--- src/rtl/mux_seq_pkg.sv ---
// Shared types and constants for the mux slot sequencer.
package mux_seq_pkg;

  typedef enum logic {IDLE, RUN} state_t;

  typedef logic [1:0] slot_t;

  localparam int    NUM_SLOTS = 4;
  localparam slot_t SLOT_IN0  = 2'd0;
  localparam slot_t SLOT_IN1  = 2'd1;
  localparam slot_t SLOT_IN2  = 2'd2;
  localparam slot_t SLOT_IN3  = 2'd3;

endpackage

--- src/rtl/slot_rr_next.sv ---
// Round-robin slot finder: the next enabled slot above the current one
// (wrapping, so a lone enabled slot selects itself), plus the lowest set
// bit of the mask being offered at start.
module slot_rr_next
  import mux_seq_pkg::*;
(
  input  slot_t                cur,
  input  logic [NUM_SLOTS-1:0] mask,
  input  logic [NUM_SLOTS-1:0] start_mask,
  output slot_t                nxt,
  output slot_t                first
);

  // Scan offsets high to low so the nearest enabled slot overwrites farther ones.
  always_comb begin
    nxt = cur;
    for (int k = NUM_SLOTS; k >= 1; k--) begin
      if (mask[cur + slot_t'(k)]) nxt = cur + slot_t'(k);
    end
  end

  // Scan slots high to low so the lowest set bit wins.
  always_comb begin
    first = SLOT_IN0;
    for (int k = NUM_SLOTS - 1; k >= 0; k--) begin
      if (start_mask[k]) first = slot_t'(k);
    end
  end

endmodule

--- src/rtl/mux_slot_sequencer.sv ---
// Drives the 4:1 mux selects round-robin over the enabled slots, holds each
// slot for dwell+1 cycles and captures the mux output on the last cycle.
module mux_slot_sequencer
  import mux_seq_pkg::*;
#(
  parameter int DATA_W  = 8,
  parameter int DWELL_W = 8
) (
  input  logic                 clk,
  input  logic                 rst,
  input  logic                 start,
  input  logic                 stop,
  input  logic [NUM_SLOTS-1:0] slot_mask,
  input  logic [DWELL_W-1:0]   dwell,
  input  logic [DATA_W-1:0]    mux_out,
  output logic                 sel0,
  output logic                 sel1,
  output logic [DATA_W-1:0]    sample_data,
  output logic [1:0]           sample_slot,
  output logic                 sample_valid,
  output logic                 busy,
  output logic                 err
);

  state_t               state;
  slot_t                slot;
  slot_t                slot_nxt;
  slot_t                slot_first;
  logic [NUM_SLOTS-1:0] mask_q;
  logic [DWELL_W-1:0]   dwell_q;
  logic [DWELL_W-1:0]   cnt;
  logic                 stop_pending;

  slot_rr_next u_rr (
    .cur        (slot),
    .mask       (mask_q),
    .start_mask (slot_mask),
    .nxt        (slot_nxt),
    .first      (slot_first)
  );

  // Selects come straight off the slot register.
  assign sel0 = slot[1];
  assign sel1 = slot[0];

  // Sequencer FSM: dwell counting, slot advance, sample capture and halt.
  always_ff @(posedge clk) begin
    if (rst) begin
      state        <= IDLE;
      slot         <= SLOT_IN0;
      mask_q       <= '0;
      dwell_q      <= '0;
      cnt          <= '0;
      stop_pending <= 1'b0;
      sample_data  <= '0;
      sample_slot  <= SLOT_IN0;
      sample_valid <= 1'b0;
      busy         <= 1'b0;
      err          <= 1'b0;
    end else begin
      sample_valid <= 1'b0;
      err          <= 1'b0;
      case (state)
        IDLE: begin
          if (start) begin
            if (|slot_mask) begin
              mask_q       <= slot_mask;
              dwell_q      <= dwell;
              cnt          <= dwell;
              slot         <= slot_first;
              busy         <= 1'b1;
              // A stop arriving with the start limits the run to one slot.
              stop_pending <= stop;
              state        <= RUN;
            end else begin
              err <= 1'b1;
            end
          end
        end
        RUN: begin
          if (cnt != '0) begin
            cnt <= cnt - 1'b1;
            if (stop) stop_pending <= 1'b1;
          end else begin
            sample_data  <= mux_out;
            sample_slot  <= slot;
            sample_valid <= 1'b1;
            if (stop_pending || stop) begin
              state        <= IDLE;
              busy         <= 1'b0;
              stop_pending <= 1'b0;
            end else begin
              slot <= slot_nxt;
              cnt  <= dwell_q;
            end
          end
        end
        default: state <= IDLE;
      endcase
    end
  end

endmodule

--- config.mk ---
export PLATFORM = sky130hd
export DESIGN_NAME = mux_slot_sequencer
export DESIGN_NICKNAME = d
export VERILOG_FILES = /design/src/rtl/mux_seq_pkg.sv /design/src/rtl/slot_rr_next.sv /design/src/rtl/mux_slot_sequencer.sv
export SDC_FILE = /design/constraint.sdc
export NUM_CORES = 1
export LEC_CHECK = 0
export BUFFER_PORTS_ARGS = -buffer_cell sky130_fd_sc_hd__buf_2
export CORE_MARGIN = 4
export CORE_UTILIZATION = 54
export DETAILED_ROUTE_END_ITERATION = 12
export PLACE_DENSITY = 0.79
export SYNTH_ARGS = -nofsm -noshare
export SYNTH_HDL_FRONTEND = slang
export SYNTH_SLANG_ARGS = --single-unit
--- constraint.sdc ---
create_clock -name clk -period 2.6 [get_ports clk]
set_input_delay 0.78 -clock clk [delete_from_list [all_inputs] [get_ports clk]]
set_output_delay 0.78 -clock clk [all_outputs]
set_load 0.01 [all_outputs]
# ---- Yosys cells after proc, flatten, opt, wreduce, memory -nomap -nowiden
# Index checks and enable logic that the tools add are counted.
dict set report classes {
  n_reduce_logical 11
  n_eq_ne 9
  multipliers 0
  bitwise 3
  muxes 40
  order_cmp 3
  shift 0
  addsub 4
  div_mod_pow 0
}
# cell count
set ops {}
lappend ops {{two-way mux 8 bit} 4}
lappend ops {{two-way mux 2 bit} 11}
lappend ops {{two-way mux 1 bit} 17}
lappend ops {{case mux 8 bit (2 select lines)} 1}
lappend ops {{< comparator 2 x 3 -> 1 bit, second input constant} 3}
lappend ops {{!= test 2 bit, second input constant} 4}
lappend ops {{AND reduction 4 bit} 2}
lappend ops {{nonzero test 8 bit} 1}
lappend ops {{subtractor 8 x 1 -> 8 bit, second input constant} 1}
lappend ops {{binary-select mux 1 bit (select 2 bit)} 3}
lappend ops {{!= test 3 bit, second input constant} 2}
lappend ops {{case mux 1 bit (2 select lines)} 3}
lappend ops {{AND reduction 3 bit} 2}
lappend ops {{AND reduction 5 bit} 1}
lappend ops {{adder 2 bit, second input constant} 2}
lappend ops {{!= test 4 x 1 -> 1 bit, second input constant} 1}
lappend ops {{case mux 2 bit (2 select lines)} 1}
lappend ops {{OR reduction 4 bit} 1}
lappend ops {{!= test 3 x 1 -> 1 bit, second input constant} 1}
lappend ops {{NOT 1 bit} 3}
lappend ops {{OR reduction 3 bit} 1}
lappend ops {{adder 2 x 1 -> 2 bit, second input constant} 1}
lappend ops {{!= test 2 x 1 -> 1 bit, second input constant} 1}
lappend ops {{AND reduction 2 bit} 1}
lappend ops {{other kinds (2)} 2}
dict set report totals {
  mem_bits_rw 0
  reg_bits 37
  romBits 0
  n_memories 0
  wordCells 81
  input_bits 24
  latch_bits 0
}

# ---- Depth between registers and ports, before layout
dict set report depth {
  ltp_word 9
  ltp_mapped 8
  depth_no_buf 7
}

# ---- By module
# Synthesis repeated with hierarchy kept, for this count alone.
dict set report unflattened {
  hier_cells 232
  area_unflattened_um2 1859.3
}
# module cells_per_inst area_per_inst_um2 seq_area_each_um2 n_inst
set by_module_without_submodules {}
lappend by_module_without_submodules {mux_slot_sequencer 214 1762.9 740.7 1}
lappend by_module_without_submodules {slot_rr_next 18 96.3 0.0 1}

# ---- Least setup slack after synthesis
# Ideal clock, no wire load.
dict set report synth_path {
  kind {input -> register}
  from {in slot_mask[0]}
  to {reg cnt[0]}
  setup_time_ps 134
  arrival_ps 2192
  path_buffers 0
  path_stages 5
  t_required_ps 2466
  setup_slack_ps 274
  cell_sequence {or4_1 -> and2_1 -> a211o_4 -> a211oi_1 -> a311oi_2}
}
dict set report synth_between {
  elab_chain_len 3
}
# element line
set synth_rtl {}
lappend synth_rtl {{start, declared} mux_slot_sequencer.sv:13} ;# input logic [NUM_SLOTS-1:0] slot_mask,
lappend synth_rtl {{OR reduction 4 bit} mux_slot_sequencer.sv:66} ;# if (|slot_mask) begin
lappend synth_rtl {{!= test 2 bit (no line)} -}
lappend synth_rtl {{AND reduction 3 bit (no line)} -}
lappend synth_rtl {{end signal, assigned} mux_slot_sequencer.sv:69} ;# cnt <= dwell;
lappend synth_rtl {{end signal, assigned} mux_slot_sequencer.sv:82} ;# cnt <= cnt - 1'b1;
lappend synth_rtl {{end signal, assigned} mux_slot_sequencer.sv:94} ;# cnt <= dwell_q;
lappend synth_rtl {{end, declared} mux_slot_sequencer.sv:31} ;# logic [DWELL_W-1:0] cnt;
# Every way passes these cells.
# A chain may end at the register's enable or synchronous reset.

# ---- Worst setup path in the final report
dict set report layout_path {
  from {reg cnt[1]}
  to {reg cnt[0]}
}
dict set report layout_between {
  elab_chain_len 3
  elab_cells_between_ends 5
  cone_classes {eq/ne (1); mux (2); reduce/logical (2)}
}
# element line
set layout_rtl {}
lappend layout_rtl {{nonzero test 8 bit (*)} mux_slot_sequencer.sv:81} ;# if (cnt != '0) begin
lappend layout_rtl {{!= test 3 bit (no line) / two-way mux 8 bit (equally long branches)} -}
lappend layout_rtl {{AND reduction 3 bit (no line) / case mux 8 bit (2 select lines) (equally long branches)} -}
# Mark *: on every way between the ends. The rest lies on a longest branch, timed or not.

==> summary by stage <==
Status
The run finished with clean final reports.

Power and ir drop
The leakage power summed over all cells is 0.9029 nW. Total power for the finished layout comes to 1.609 mW. Across the VDD grid, the largest voltage drop is 0.3626 mV. Power spread over the standard cell area amounts to 721.0 mW/mm^2.

Die
The floorplan step set the die height to 67.05 um. In this run the count of I/O pins placed on the die edge is 39. Once the floorplan was initialized, standard cells occupied 55.99% of the core. The core region is 0.003363 mm^2.

The floorplan die width is 67.05 um. The overall die area is 0.004496 mm^2. After floorplanning, the core was divided into 21 placement rows.

Job
Max-cap violations in this run came to 0.

Logic synthesis
The count of flip-flops with a built-in enable after synthesis is 0. Ranked by total cell area, the synthesized netlist is headed by dfxtp_1 (39%), nand2_1 (11%), a21oi_1 (8.8%), a311oi_2 (3.2%), nor2_1 (3.2%). Synthesis produced a netlist with a net count of 266. The fraction of synthesis flops using an asynchronous set or reset pin is 0%. The instance count of the mapped netlist is 240.

The total of warnings raised by yosys is 0. The number of different library cells used by synthesis comes to 45. The flip-flop and latch count after synthesis is 37.

The cell area that synthesis handed to floorplanning was 0.001883 mm^2. The cell type contributing the most total cell area after synthesis is dfxtp_1. The sequential share of the synthesized area is 39.34%.

The area share of the leading cell type in the synthesized netlist is 39.34%. By instance count, the leading cell after synthesis is nand2_1. The mean area per synthesized cell is 7.846 um^2. Sorting the synthesized cells by how often they occur yields nand2_1 (55), dfxtp_1 (37), a21oi_1 (33), nor2_1 (16), clkbuf_1 (12). The most frequently used flop master after synthesis is dfxtp_1.

Global routing
The number of global-route vias before repair is 1589. The number of antenna violations at the first check in global routing was 0. After global routing the overflow that remains totals 0. The first global-routing pass estimated 7320 um of wire.

Entering global routing, the biggest net connects 25 pins. The overall track demand over capacity in global routing is 21.43%.

CTS
The number of H-tree levels is 2. Buffers inserted during clock tree synthesis total 5. Clock-pin slew was measured on the worst setup and hold paths at 0.12 ns. The clock tree from TritonCTS is built. At the later pin of the worst-skew pair, clock insertion delay measures 0.36 ns. The post-cts hold buffer count is 0. The number of setup buffers added after CTS is 0. In this run, post-CTS repair resized a total of 0 instances.

The number of sinks handled by clock tree synthesis is 37. The number of buffers on the longest clock path is 2. CTS placed an instance of clkbuf_4 at the clock tree root.

STA
In the final timing run, aggregate negative setup slack is 0 ns. The relative slew slack is 62.28%. The number of pins exceeding their max-slew limit in the final report is 0. The number of hold-slack violations in the final timing report is 0. The final critical path takes up 88.08% of the cycle. Setup violations remaining at the end of the flow were counted as 0. The shortest clock period the worst path allows after layout is approximately 2.3 ns. The transition time of the tightest slew-check pin is 0.5614 ns. Derived from the worst setup path, the maximum achievable clock frequency is 0.4367 GHz. On the final layout, the worst clock skew is 0.01502 ns.

Setup repair after global routing left no endpoint under its margin.

Worst setup path
The launching point of the worst reg2reg path is cnt[1]. Data on the critical path is required at its endpoint by 2.82 ns. The worst setup path startpoint is cnt[1]. The worst-path maximum fanout is 12. For flop-to-flop paths, the worst setup slack is 0.31 ns. The critical path is of the flop to flop type. The data arrival time of the critical path is 2.51 ns.

The critical path startpoint category is a flop. The worst register-to-register path ends at cnt[0]. Counting cells, the worst reg-to-reg path comes to 7. The critical path capture point type is a flop.

Routing
The first detailed-routing pass took 4 iterations. The detail-routed via count per cell is between 5 and 6. The via total after detailed routing is 1774. The detailed router's first-iteration violation count is 145. The average detailed-routed wire length per instance is 13.22 um.

The routed design has 4311 um of wire. For this run, design rule violations remaining after detail routing come to 0. In this run the remaining antenna-violating nets after routing total 0.

Min path
The class of the worst hold path is flop to flop. The worst hold path begins at sample_data[4]. The worst hold path passes through 2 cells. The path with the worst hold slack has its endpoint at sample_data[4].

Placement
Routability-driven placement finished with a final weighted congestion of 0.8976. Input and output buffers added on the ports amount to 38. Once detailed placement completed, the half-perimeter wirelength came to slightly below 3000 um.

After detailed placement, the total cell area comes to 0.002142 mm^2.

Layout
The count of nets after finishing is 305. In the final layout, the multi-input gates occupy around 0.0010 mm^2. Summing all non-filler instances in the final layout gives an area of 0.002231 mm^2. The number of inserted diodes is 0. From synthesis to final layout, the design area changed by 18.47%. The fraction of final layout cells with drive strength greater than 1 is 24.29%. The post-layout utilization of the core is between 60% and 70%. The storage element area is 740.7 um^2. The number of inserted filler cells in the final layout is 336.
## layout make-up
cell class | count | area share [%]
clock buffers | 6 | 2.299
multi-input cells | 179 | 47.00
well taps | 46 | 2.580
inverters | 8 | 1.346
clock inverters | 2 | 1.683
flip-flops and latches | 37 | 33.20
repair buffers | 48 | 11.89
## through the flow
| step | std cells | hold slack [ns] | setup WS, ns |
|---|---|---|---|
| 6_report | 326 | 0.4594 | 0.3099 |
| 5_1_grt | 326 | 0.4795 | 0.1939 |
| 3_5_place_dp | 318 | 0.4407 | 0.08677 |
| 3_3_place_gp | 318 | 0.4348 | 0.1109 |
| 4_1_cts | 326 | 0.4582 | 0.3234 |
| 2_1_floorplan | 240 | 0.4357 | 0.2740 |
## power breakdown
part / internal, mW / switching, mW
Combinational: 0.214 / 0.284
Sequential: 0.625 / 0.0589
Clock: 0.228 / 0.198
## registers in the layout, indices dropped and copies added (netlist names)
register	cells
mask_q	4
sample_slot	2
sample_valid	1
slot	2
dwell_q	8
state	1
busy	1
err	1
sample_data	8
cnt	8
stop_pending	1
## metal layers
metal / global-route usage, % / share of wire [%] / vias to the layer above
met1: 27.60 / 47 / 809
li1: - / - / 926
met4: 7.089 / 1.4 / 0
met5: 0 / 0 / -
met2: 34.36 / 48 / 34
met3: 5.734 / 3.9 / 5
## cell usage in the layout (no fill, tap or decap), types with 2 or more instances in the layout
cell / netlist / layout
dfxtp_1: 37 / 37
and2_1: 3 / 3
a21oi_1: 33 / 33
mux2i_1: 3 / 3
inv_1: 8 / 8
nand2_1: 55 / 55
nor3b_1: 3 / 3
or4_1: 4 / 4
nor2_1: 16 / 16
nand2b_1: 2 / 2
o211ai_1: 4 / 4
nor3_1: 7 / 7
nor2b_1: 2 / 2
buf_4: 0 / 10
mux2_2: 2 / 2
clkbuf_4: 0 / 5
o21ai_0: 8 / 8
a211oi_1: 3 / 3
and3b_1: 2 / 2
ha_1: 2 / 2
a2111oi_0: 2 / 2
buf_2: 2 / 38
o41ai_1: 3 / 3
a311oi_2: 4 / 4
## worst max-delay path by stage
stage,endpoint,slack [ns],cells after the start
4_1_cts,cnt[0],0.32,5
2_1_floorplan,cnt[0],0.27,5
3_3_place_gp,cnt[0],0.11,6
5_1_grt,cnt[0],0.19,7
6_report,cnt[0],0.31,7
3_5_place_dp,cnt[0],0.09,6
## cells by family after synthesis
logic type,synth area share [%]
AO/OA/AOI/OAI,23.79
multiplexers,3.987
AND/OR/NAND/NOR,25.32
flip-flops,39.34
buffers and inverters,5.315
adder cells (fa/ha/maj),1.329
XOR/XNOR,0.9304
## worst max-delay path, cell delays in order (launching register included)
cell	delay [ns]
dfxtp_1	0.38
inv_1	0.09
ha_1	0.21
nand2b_1	0.19
or3_4	0.50
a211o_4	0.44
a211oi_1	0.28
a311oi_2	0.07
Note: power is estimated with default switching activity, not from simulation.
